### config.mk
export PLATFORM = sky130hd
export DESIGN_NAME = id_hazard_pipe
export DESIGN_NICKNAME = d
export VERILOG_FILES = /design/src/rtl/id_hazard_pipe.sv
export SDC_FILE = /design/constraint.sdc
export NUM_CORES = 1
export LEC_CHECK = 0
export BUFFER_PORTS_ARGS = -buffer_cell sky130_fd_sc_hd__buf_2
export CAP_MARGIN = 20
export CORE_MARGIN = 1.5
export CORE_UTILIZATION = 51
export CTS_CLUSTER_DIAMETER = 60
export DETAILED_ROUTE_END_ITERATION = 7
export GPL_TIMING_DRIVEN = 0
export PLACE_DENSITY = 0.82
export SLEW_MARGIN = 20
export SYNTH_ARGS = -nofsm -noshare
export SYNTH_HDL_FRONTEND = slang
export SYNTH_SLANG_ARGS = --single-unit
### constraint.sdc
create_clock -name clk -period 2.1 [get_ports clk]
set_input_delay 0.42 -clock clk [delete_from_list [all_inputs] [get_ports clk]]
set_output_delay 0.42 -clock clk [all_outputs]
set_load 0.005 [all_outputs]
### src/rtl/id_hazard_pipe.sv
// id_hazard_pipe: ID->EX issue register with valid/ready handshake, an
// in-flight writer tracker and a hazard unit.
// Each source operand gets a one-hot forward select, computed at issue over
// the FWD_DEPTH stages that sit downstream of the consumer. A load-use
// hazard holds the ID stage and injects bubbles until the load data can be
// forwarded.
// Optional feature: define ID_HAZARD_PERF_CNT_EN to add the stall and bubble
// performance counters.
module id_hazard_pipe #(
    parameter int RF_AW     = 5,
    parameter int PAYLOAD_W = 128,
    parameter int FWD_DEPTH = 2,
    parameter int LOAD_LAT  = 1
) (
    input  logic                 clk,
    input  logic                 rst_n,
    input  logic                 flush,
    input  logic                 in_valid,
    output logic                 in_ready,
    input  logic [RF_AW-1:0]     in_rs1_addr,
    input  logic                 in_rs1_rd,
    input  logic [RF_AW-1:0]     in_rs2_addr,
    input  logic                 in_rs2_rd,
    input  logic [RF_AW-1:0]     in_rd,
    input  logic                 in_wen,
    input  logic                 in_is_load,
    input  logic [PAYLOAD_W-1:0] in_payload,
    output logic                 out_valid,
    input  logic                 out_ready,
    output logic [RF_AW-1:0]     out_rd,
    output logic                 out_wen,
    output logic                 out_is_load,
    output logic [PAYLOAD_W-1:0] out_payload,
    output logic [FWD_DEPTH-1:0] out_fwd1_sel,
    output logic [FWD_DEPTH-1:0] out_fwd2_sel,
    output logic                 load_stall
`ifdef ID_HAZARD_PERF_CNT_EN
    ,
    output logic [31:0]          perf_stall_cnt,
    output logic [31:0]          perf_bubble_cnt
`endif
);

    localparam int TRK_N = FWD_DEPTH - 1;

    // Tracker entries: the writers that have already left the out register
    // but have not yet reached the regfile.
    logic [TRK_N-1:0]     trk_v_reg;
    logic [TRK_N-1:0]     trk_wen_reg;
    logic [TRK_N-1:0]     trk_ld_reg;
    logic [RF_AW-1:0]     trk_rd_reg [TRK_N];

    // Forward sources, seen from the point where the consumer enters EX.
    // Index 0 is the out register. Index k is tracker[k-1].
    logic [FWD_DEPTH-1:0] src_v;
    logic [FWD_DEPTH-1:0] src_wen;
    logic [FWD_DEPTH-1:0] src_ld;
    logic [RF_AW-1:0]     src_rd [FWD_DEPTH];
    logic [FWD_DEPTH-1:0] lat_mask;
    logic [FWD_DEPTH-1:0] match1;
    logic [FWD_DEPTH-1:0] match2;
    logic [FWD_DEPTH-1:0] sel1_next;
    logic [FWD_DEPTH-1:0] sel2_next;
    logic                 issue;

    assign src_v[0]   = out_valid;
    assign src_wen[0] = out_wen;
    assign src_ld[0]  = out_is_load;
    assign src_rd[0]  = out_rd;

    genvar gi;
    generate
        for (gi = 1; gi < FWD_DEPTH; gi++) begin : g_src
            assign src_v[gi]   = trk_v_reg[gi-1];
            assign src_wen[gi] = trk_wen_reg[gi-1];
            assign src_ld[gi]  = trk_ld_reg[gi-1];
            assign src_rd[gi]  = trk_rd_reg[gi-1];
        end
        for (gi = 0; gi < FWD_DEPTH; gi++) begin : g_match
            // A load in a stage younger than LOAD_LAT has no data to forward yet.
            assign lat_mask[gi] = (gi < LOAD_LAT);
            assign match1[gi] = src_v[gi] & src_wen[gi] & (src_rd[gi] != '0) &
                                (src_rd[gi] == in_rs1_addr) & in_rs1_rd;
            assign match2[gi] = src_v[gi] & src_wen[gi] & (src_rd[gi] != '0) &
                                (src_rd[gi] == in_rs2_addr) & in_rs2_rd;
        end
    endgenerate

    // Priority pick. The scan runs from oldest to youngest, so the youngest
    // match is the one that remains in the select.
    always_comb begin
        sel1_next = '0;
        sel2_next = '0;
        for (int i = FWD_DEPTH - 1; i >= 0; i--) begin
            if (match1[i]) begin
                sel1_next    = '0;
                sel1_next[i] = 1'b1;
            end
            if (match2[i]) begin
                sel2_next    = '0;
                sel2_next[i] = 1'b1;
            end
        end
    end

    assign load_stall = in_valid & ~flush &
                        ((|(sel1_next & src_ld & lat_mask)) |
                         (|(sel2_next & src_ld & lat_mask)));
    assign in_ready   = ~load_stall & ~flush & (~out_valid | out_ready);
    assign issue      = in_valid & in_ready;

    // Tracker shift. It advances only when EX accepts. Flush leaves it
    // untouched because the older producers still commit.
    always_ff @(posedge clk) begin
        if (!rst_n) begin
            trk_v_reg   <= '0;
            trk_wen_reg <= '0;
            trk_ld_reg  <= '0;
            for (int i = 0; i < TRK_N; i++) trk_rd_reg[i] <= '0;
        end else if (out_ready) begin
            for (int i = 0; i < TRK_N; i++) begin
                trk_v_reg[i]   <= src_v[i];
                trk_wen_reg[i] <= src_wen[i];
                trk_ld_reg[i]  <= src_ld[i];
                trk_rd_reg[i]  <= src_rd[i];
            end
        end
    end

    // EX-entry register. Priority order: flush, then issue, then bubble on
    // drain, then hold.
    always_ff @(posedge clk) begin
        if (!rst_n) begin
            out_valid    <= 1'b0;
            out_rd       <= '0;
            out_wen      <= 1'b0;
            out_is_load  <= 1'b0;
            out_payload  <= '0;
            out_fwd1_sel <= '0;
            out_fwd2_sel <= '0;
        end else if (flush) begin
            out_valid <= 1'b0;
        end else if (issue) begin
            out_valid    <= 1'b1;
            out_rd       <= in_rd;
            out_wen      <= in_wen;
            out_is_load  <= in_is_load;
            out_payload  <= in_payload;
            out_fwd1_sel <= sel1_next;
            out_fwd2_sel <= sel2_next;
        end else if (out_ready) begin
            out_valid <= 1'b0;
        end
    end

`ifdef ID_HAZARD_PERF_CNT_EN
    // Count load-use stall cycles, and the bubbles that replace a valid
    // instruction as it drains out.
    always_ff @(posedge clk) begin
        if (!rst_n) begin
            perf_stall_cnt  <= '0;
            perf_bubble_cnt <= '0;
        end else begin
            if (load_stall) perf_stall_cnt <= perf_stall_cnt + 32'd1;
            if (out_ready && out_valid && !issue && !flush)
                perf_bubble_cnt <= perf_bubble_cnt + 32'd1;
        end
    end
`endif

endmodule
==> qor.txt <==
Final RePlAce weighted congestion -> 0.881
Dpl ws -> -0.793 ns
Reg2reg path depth -> 8
Sink count of the clock tree -> 147
Post-route ant nets -> 0
Clock Path Buffers -> 2
Final worst slack -> -0.380 ns
Flop pwr share -> 0.363
Global-route wire length before repair -> 52800 um
Initial drt markers -> 1688
Max Clock Skew -> 0.0120 ns
Cts bufs inserted -> 17
Vias in the first global route -> 10.2k
Setup violators final -> 132
FILL cells -> 477
Ys flop type -> dfxtp_1
Layout Nets -> 1561
CTS tree -> yes
Vias -> 12.1k
Switching portion of total power -> 0.310
Outcome -> finished, violations left
I/O Pins -> 294
Syn-to-layout area delta -> 79.4%
Synth Instances -> 1026
Distinct cell type count after synthesis -> 39
Largest register FFs -> 128
Setup slack, reg-to-reg -> -0.37 ns
Initial Utilization -> 0.525
Cell area after synthesis -> 8360 um^2
Wirelength, routed -> 48500 um
Cell accounting for the most synthesized area -> dfxtp_1
Top cells by area in the synthesized netlist -> dfxtp_1 (34%), a2bb2oi_1 (13%), nand2_1 (12%)
CP Launch Type -> flip-flop
Cell Int Power -> 6160 uW
Clk network pwr share -> 0.377
Clock-pin slew on the worst setup and hold paths -> 0.07 ns
Yosys reg bits -> 147
Die ar. -> 17200 um^2
Worst slew margin -> 0.588
Met2 GRT Util -> 0.657
Hold path cells -> 2
CP Max Fanout -> 3
Yosys warns -> 0
Critical Path RT -> 1.68 ns
RSZ-0062 raised after global routing -> true
Final Util -> 0.941
EDFF count, synth -> 5
Async SR Flop Fraction -> 0
Tmin final -> 2.48 ns
Yosys top cell area share -> 0.340
Height of the die -> 131 um
Drc violations -> 0
Setup CP Type -> reg2out
Final std cells w/o fill -> 1644
Grt peak-use layer -> met2
Met1 Use GR -> 0.469
Die width -> 131 um
Count leader, synth -> nand2_1
CP Capture Type -> output pin
Dpl cells -> 1533
Largest net degree at the start of global routing -> 17
Syn Nets -> 1178
Slew Limit Fails -> 0
Seq/Total Area, Yosys -> 0.358
Failing checks -> setup timing
Worst Tran Pin Value -> 0.613 ns
CTS Root Cell -> clkbuf_16
M3 GR Usage -> 0.0921
Layout cells sized above 1 -> 0.548
MaxCap Viol Count -> 0
# rows -> 46
Switching power total -> 2760 uW
Htree depth -> 4
Gr usage total -> 0.395
Number of I/O port buffers -> 291
Grt ovf -> 0
Setup TNS -> -11.59 ns
Fin crit share -> 1.18
Comb power frac -> 0.260
Via/cell ratio -> 7.33
Maximum clock frequency -> 403 MHz
Core area -> 15900 um^2
DR pass1 iterations -> 6
Wire per inst -> 29.5 um
Hold Crit Class -> in2reg
Syn_area_per_cell -> 8.15 um^2
PwrDens -> 595 nW/um^2
Antenna violations before repair -> 9
Worst-skew pair later-pin latency -> 0.45 ns
Commonest cells in the netlist -> nand2_1 (275), dfxtp_1 (142), and3_1 (139)
Max IR drop VDD -> 0.730 mV
Worst Path Arrival -> 2.06 ns
Hold Vio Cnt, Final -> 0
Post-DP HPWL -> 19900 um
Lkg Pwr -> 0.00752 uW
## critical path, cell delays in order (launching register included)
cell,delay [ns]
dfxtp_4,0.35
buf_4,0.15
xnor2_1,0.15
and2_1,0.25
a2bb2o_4,0.26
a311oi_2,0.28
buf_2,0.17
## cell usage in the layout, fill, tap and decap left out, drive strengths merged, types with 2 or more instances in the layout
cell type / n
o311ai: 134
a21oi: 11
clkinv: 3
mux2i: 4
nor2: 13
diode: 6
nand3: 2
a2bb2oi: 129
buf: 415
nor4: 4
edfxtp: 5
clkinvlp: 2
or4: 2
a211oi: 3
xor2: 12
nand2: 275
a211o: 2
clkbuf: 98
and2: 2
xnor2: 8
nand2b: 4
dfxtp: 142
and3: 139
bufinv: 3
## final cells by class
type                    instances  area (um^2)  share of cell area
diodes                          6         15.0             0.00100
plain buffers                 121         1130              0.0754
clock buffers                  24          492              0.0328
clock inverters                 8          124             0.00826
inverters                       1         3.75            0.000250
multi-input cells             753         7150               0.476
flip-flops and latches        147         3010               0.201
well taps                     216          270              0.0180
repair buffers                368         2810               0.187
## kinds of logic after synthesis
kind of cell    count (synthesis)  synth area share
compound gates                284             0.293
xor+xnor                       20            0.0209
buf+inv                       126            0.0752
flops                         147             0.358
mux                             4           0.00479
simple gates                  445             0.248
## layer usage
metal | wire length [um] | share of wire | up-vias
li1 | - | - | 4667
met1 | 15500 | 0.32 | 5593
met2 | 21300 | 0.44 | 1298
met3 | 6610 | 0.14 | 482
met4 | 4970 | 0.10 | 10
met5 | 78 | 0.0016 | -
## through the flow
step	total power (uW)	hold WS (ns)	area [um^2]
6_report	8920	0.209	15000
5_1_grt	9070	0.213	15000
4_1_cts	8000	0.204	12900
3_5_place_dp	4600	0.455	10100
3_3_place_gp	4570	0.447	10100
2_1_floorplan	4010	0.451	8360
## repair_timing
action                     in CTS  in global routing
setup endpoints to repair     138                138
resized for setup             266                471
gates cloned                   26                 12
setup buffers                  36                 13
hold buffers                    0                  0
pin swaps                      87                 62
hold endpoints to repair        0                  0
## power by group through the flow
stage | clock [uW] | sequential, uW | combinational, uW
floorplan | 0 | 3250 | 760
global placement | 0 | 3250 | 1320
detailed placement | 0 | 3250 | 1350
CTS | 3210 | 3190 | 1600
global route | 3420 | 3250 | 2410
finish | 3360 | 3240 | 2320
## worst paths after layout
| path | start | end |
|---|---|---|
| max | out_rd[1] | in_ready |
| min | flush | out_valid |
| max reg2reg | out_rd[3] | out_payload[66] |
| min reg2reg | out_fwd1_sel[1] | out_fwd1_sel[1] |
(Power assumes the default switching activity.)
